<file path="src/rtl/paddle_ctrl.sv">
// Breakout paddle centre controller: moves once per frame tick from two synchronised buttons,
// with optional acceleration, wall clamping and a recenter command.
module paddle_ctrl #(
    parameter int X_W         = 10,
    parameter int SCREEN_W    = 640,
    parameter int PADDLE_HALF = 40,
    parameter int RESET_X     = 320,
    parameter int SPEED_MIN   = 1,
    parameter int SPEED_MAX   = 4,
    parameter int ACCEL_TICKS = 8,
    parameter int MODE        = 1,
    parameter int SPD_W       = 4
) (
    input  logic             clk,
    input  logic             resetn,
    input  logic             frame_tick,
    input  logic             move_left,
    input  logic             move_right,
    input  logic             recenter,
    output logic [X_W-1:0]   x_pos,
    output logic [X_W-1:0]   x_left,
    output logic [X_W-1:0]   x_right,
    output logic             at_left_wall,
    output logic             at_right_wall,
    output logic [SPD_W-1:0] speed
);

    localparam int CNT_W = $clog2(ACCEL_TICKS) + 1;

    localparam logic [X_W:0]       X_LO     = (X_W+1)'(PADDLE_HALF);
    localparam logic [X_W:0]       X_HI     = (X_W+1)'(SCREEN_W - 1 - PADDLE_HALF);
    localparam logic [X_W-1:0]     X_RST    = X_W'(RESET_X);
    localparam logic [X_W-1:0]     X_HALF   = X_W'(PADDLE_HALF);
    localparam logic [SPD_W-1:0]   SPD_LO   = SPD_W'(SPEED_MIN);
    localparam logic [SPD_W-1:0]   SPD_HI   = SPD_W'(SPEED_MAX);
    localparam logic [CNT_W-1:0]   CNT_WRAP = CNT_W'(ACCEL_TICKS - 1);
    localparam logic [CNT_W-1:0]   CNT_SAT  = '1;

    typedef enum logic [1:0] {IDLE, MOVE_L, MOVE_R} state_t;

    state_t           r_state;
    state_t           w_state_nxt;
    state_t           w_dir;
    logic             r_l_meta, r_l_sync, r_r_meta, r_r_sync;
    logic [X_W-1:0]   r_x_pos, w_x_nxt;
    logic [SPD_W-1:0] r_speed, w_spd_nxt, w_step;
    logic [CNT_W-1:0] r_cnt, w_cnt_nxt;
    logic [X_W:0]     w_x_ext, w_step_ext, w_x_dec, w_x_sum, w_x_inc;

    // Buttons are asynchronous to clk: two flops before anything decodes them.
    always_ff @(posedge clk or negedge resetn) begin
        if (!resetn) begin
            r_l_meta <= 1'b0;
            r_l_sync <= 1'b0;
            r_r_meta <= 1'b0;
            r_r_sync <= 1'b0;
        end else begin
            // NOTE: non-blocking so each flop samples the previous stage's old value.
            r_l_meta <= move_left;
            r_l_sync <= r_l_meta;
            r_r_meta <= move_right;
            r_r_sync <= r_r_meta;
        end
    end

    assign w_dir = (r_l_sync && !r_r_sync) ? MOVE_L :
                   (r_r_sync && !r_l_sync) ? MOVE_R : IDLE;

    // Entry or reversal moves by SPEED_MIN; continuing moves by the pre-update speed.
    assign w_step     = (w_dir == r_state) ? r_speed : SPD_LO;
    assign w_step_ext = (X_W+1)'(w_step);
    assign w_x_ext    = {1'b0, r_x_pos};
    assign w_x_dec    = (w_x_ext < X_LO + w_step_ext) ? X_LO : w_x_ext - w_step_ext;
    assign w_x_sum    = w_x_ext + w_step_ext;
    assign w_x_inc    = (w_x_sum > X_HI) ? X_HI : w_x_sum;

    always_ff @(posedge clk or negedge resetn) begin
        if (!resetn) r_state <= IDLE;
        else         r_state <= w_state_nxt;
    end

    always_comb begin
        w_state_nxt = r_state;
        if (recenter)        w_state_nxt = IDLE;
        else if (frame_tick) w_state_nxt = w_dir;
    end

    always_comb begin
        // NOTE: every output of this block gets a default first, so no latch is inferred.
        w_x_nxt   = r_x_pos;
        w_spd_nxt = r_speed;
        w_cnt_nxt = r_cnt;
        if (recenter) begin
            w_x_nxt   = X_RST;
            w_spd_nxt = '0;
            w_cnt_nxt = '0;
        end else if (frame_tick) begin
            if (w_dir == IDLE) begin
                w_spd_nxt = '0;
                w_cnt_nxt = '0;
            end else begin
                w_x_nxt = (w_dir == MOVE_L) ? w_x_dec[X_W-1:0] : w_x_inc[X_W-1:0];
                if (w_dir != r_state) begin
                    w_spd_nxt = SPD_LO;
                    w_cnt_nxt = '0;
                end else if (MODE == 1 && r_cnt == CNT_WRAP) begin
                    w_cnt_nxt = '0;
                    w_spd_nxt = (r_speed < SPD_HI) ? r_speed + 1'b1 : SPD_HI;
                end else if (r_cnt != CNT_SAT) begin
                    w_cnt_nxt = r_cnt + 1'b1;
                end
            end
        end
    end

    always_ff @(posedge clk or negedge resetn) begin
        if (!resetn) begin
            r_x_pos <= X_RST;
            r_speed <= '0;
            r_cnt   <= '0;
        end else begin
            r_x_pos <= w_x_nxt;
            r_speed <= w_spd_nxt;
            r_cnt   <= w_cnt_nxt;
        end
    end

    assign x_pos         = r_x_pos;
    assign x_left        = r_x_pos - X_HALF;
    assign x_right       = r_x_pos + X_HALF;
    assign at_left_wall  = (w_x_ext == X_LO);
    assign at_right_wall = (w_x_ext == X_HI);
    assign speed         = r_speed;

endmodule

</file>
<file path="config.mk">
export PLATFORM = sky130hd
export DESIGN_NAME = paddle_ctrl
export DESIGN_NICKNAME = d
export VERILOG_FILES = /design/src/rtl/paddle_ctrl.sv
export SDC_FILE = /design/constraint.sdc
export NUM_CORES = 1
export LEC_CHECK = 0
export ABC_CLOCK_PERIOD_IN_PS = 3500
export CAP_MARGIN = 10
export CORE_MARGIN = 2
export CORE_UTILIZATION = 38
export DETAILED_ROUTE_END_ITERATION = 6
export DONT_BUFFER_PORTS = 1
export GPL_TIMING_DRIVEN = 0
export PLACE_DENSITY = 0.5
export SLEW_MARGIN = 20
export SYNTH_ARGS = -nofsm -noshare
export SYNTH_HDL_FRONTEND = slang
export SYNTH_SLANG_ARGS = --single-unit
</file>
<file path="constraint.sdc">
create_clock -name clk -period 3.5 [get_ports clk]
set_input_delay 0.7 -clock clk [delete_from_list [all_inputs] [get_ports clk]]
set_output_delay 0.7 -clock clk [all_outputs]
set_load 0.1 [all_outputs]
</file>
==> metrics.md <==
| Metric | Value |
|---|---|
| Reg2reg path depth | `8` |
| Initial antenna violation count | `0` |
| Final ANT Viol Nets | `0` |
| Die area | `between 6000 and 7000 µm²` |
| Synth-to-Final Area Change | `21.5%` |
| Worst Skew | `0.00470 ns` |
| WP data required | `approximately 2.8 ns` |
| Post-synth EDFFs | `0` |
| Layout cells sized above 1 | `approximately 29%` |
| Fin crit period | `3.47 ns` |
| CP Max Fanout | `8` |
| Gr usage total | `between 10% and 20%` |
| Root Buffer Master | `clkbuf_8` |
| Fin. Hold Viols | `0` |
| Worst-Skew Late Latency | `around 0.27 ns` |
| CTS Buf Count | `3` |
| Slew HR | `between 30 and 40%` |
| Post-Syn Area | `~2200 µm²` |
| H-tree lvl count | `1` |
| Total global routing overflow | `0` |
| Initial DRC Count | `92` |
| Seq/Total Area, Yosys | `27.0%` |
| Final core occ | `a little under 50%` |
| Max frequency | `between 200 and 300 MHz` |
| Total of max-cap violations | `0` |
| CP Launch Type | `flop` |
| Final wirelength | `between 5000 and 6000 µm` |
| Synthesized area per cell | `8.69 µm²` |
| Post-DR wirelength/cell | `17.1 µm` |
| Crit. End Element | `output port` |
| WP data arrival | `~2.8 ns` |
| Mapped Nets | `280` |
| Netlist cell types | `63` |
| Most frequent cells in the layout | `22 x nand2_1, 22 x a21oi_1, 20 x inv_1, 17 x nor2_1` |
| Finished Layout Cells | `about 340` |
| Worst Max-Slew Pin Slew | `1.01 ns` |
| Inserted Diodes | `0` |
| LEAKAGE | `1.10 nW` |
| Ys flop type | `dfrtp_1` |
| RSZ-0062 raised after global routing | `true` |
| Final Max Slew Viols | `0` |
| Dpl ws | `-0.110 ns` |
| Final net count | `between 200 and 300` |
| Fin crit share | `just under 100%` |
| Yosys reg bits | `24` |
| Core Footprint | `5610 µm²` |
| Post-CTS Hold Buffers | `0` |
| Final setup fails | `0` |
| DR vias/cell | `5.61` |
| Residual DRC | `0` |
| Worst hold path type | `input port to async pin` |
| P per Cell Area | `just over 300 nW/µm²` |
| Chip width | `between 80 and 90 µm` |
| Critical path class | `flop to output port` |
| Max Buffers Root-to-Sink | `2` |
| GP Congestion | `between 0.8 and 0.9` |
| Final worst slack | `around 0.026 ns` |
| DIE HEIGHT | `a little over 80 µm` |
| Async SR Flop Fraction | `100%` |
| Cell area after placement | `approximately 2600 µm²` |
| DP Cell Count | `about 330` |
| FILL cells | `between 500 and 600` |
| Setup_tns | `0 ns` |
| Final instance area | `around 2700 µm²` |
| Peak supply drop | `0.173 mV` |
| Worst path slowest cell | `dfrtp_4` |
| Hold slack | `0.115 ns` |
| Pwr Total | `0.845 mW` |
| Vias in the first global route | `between 1,500 and 2,000` |
| Warnings, synthesis | `0` |
| Vias | `around 1,900` |
| Boundary Pins | `42` |
| IO buf count | `0` |
| Cells after Synth | `about 260` |
| Top cell type's share of synthesized area | `24.6%` |
| Number of cell rows | `27` |
| Clk sink count | `24` |
| Status | `completed` |
| Largest net degree at the start of global routing | `25` |
| Top cells by area, synth | `dfrtp_1 25%, ha_1 8.4%, xnor2_1 5.9%` |
| Clk slew on worst S/H paths | `around 0.09 ns` |
| CP Cell Sequence | `clkinvlp_4, ha_4, inv_1` |
| First-pass GRT wire length | `roughly 9500 µm` |
| CP peak stage delay | `0.69 ns` |
| CTS tree | `yes` |
| Initial Util | `39.8%` |
| DP HPWL | `~4400 µm` |
| First-pass DRT Iterations | `4` |
| Area leader, netlist | `dfrtp_1` |
-- worst max-delay path: cells and delay by family (launching register included) --
| kind | cells | cell delay, ns |
|---|---|---|
| DFF | 1 | 0.69 |
| buffers and inverters | 2 | 1.25 |
| adders and majority gates | 1 | 0.55 |
-- report_power, final --
group	total, mW	internal [mW]	switching (mW)
clock	0.171	0.0814	0.0893
sequential	0.364	0.291	0.0736
combinational	0.310	0.0882	0.222
-- cell type report --
class	instances	area (µm²)	area share [%]
Buffer	19	120	4.43
Clock buffer	4	45.0	1.66
Inverter	23	90.1	3.32
Multi-Input combinational cell	191	1690	62.4
Sequential cell	24	623	23.0
Tap cell	72	90.1	3.32
Timing Repair Buffer	4	52.6	1.94
-- layer usage --
metal  vias up  wire, µm  track usage [%]
met3        10       284             2.02
met4         0       125             7.29
met2        62      2730             31.7
met5         -         0                0
met1       901      2630             25.1
li1        916         -                -
-- cells by family after synthesis --
family	count (synthesis)	share of synthesized area, %
XOR/XNOR	21	8.24
AND/OR/NAND/NOR	75	17.1
flip-flops	24	27.0
multiplexers	4	2.07
AO/OA/AOI/OAI	74	26.3
buffers and inverters	42	9.13
adder cells (fa/ha/maj)	17	10.2
-- final timing paths --
kind | slack, ns | start | end
hold / removal | 0.11 | resetn | speed[2]$_DFFE_PN0P_
max in group asynchronous | 3.20 | resetn | x_pos[6]$_DFFE_PN1P_
min in group clk | 0.35 | r_l_meta$_DFF_PN0_ | r_l_sync$_DFF_PN0_
setup / recovery | 0.03 | x_pos[3]$_DFFE_PN0P_ | x_left[4]
hold reg to reg | 0.35 | r_l_meta$_DFF_PN0_ | r_l_sync$_DFF_PN0_
setup reg to reg | 0.22 | speed[3]$_DFFE_PN0P_ | x_pos[6]$_DFFE_PN1P_
-- cells in the mapped netlist, types with 5 or more instances --
master   number
inv_1        21
xor2_1        6
nor3_1        5
ha_1         15
dfrtp_1      22
buf_4        11
a31oi_1       5
a21oi_1      22
xnor2_1      15
nand2_1      22
nor2_1       21
o21ai_0      13
-- sequential cells by signal (all words and copies together) (netlist names) --
name and cells:
r_l_sync 1, r_l_meta 1, x_pos 10, r_r_sync 1, speed 4, r_cnt 4, r_state 2, r_r_meta 1
-- repair_timing --
item / in CTS / in global routing
pin swaps: 3 / 5
buffers inserted: 1 / 0
gates resized for setup: 11 / 11
setup endpoints to repair: 10 / 14
Power figures use the tool's default switching activity.
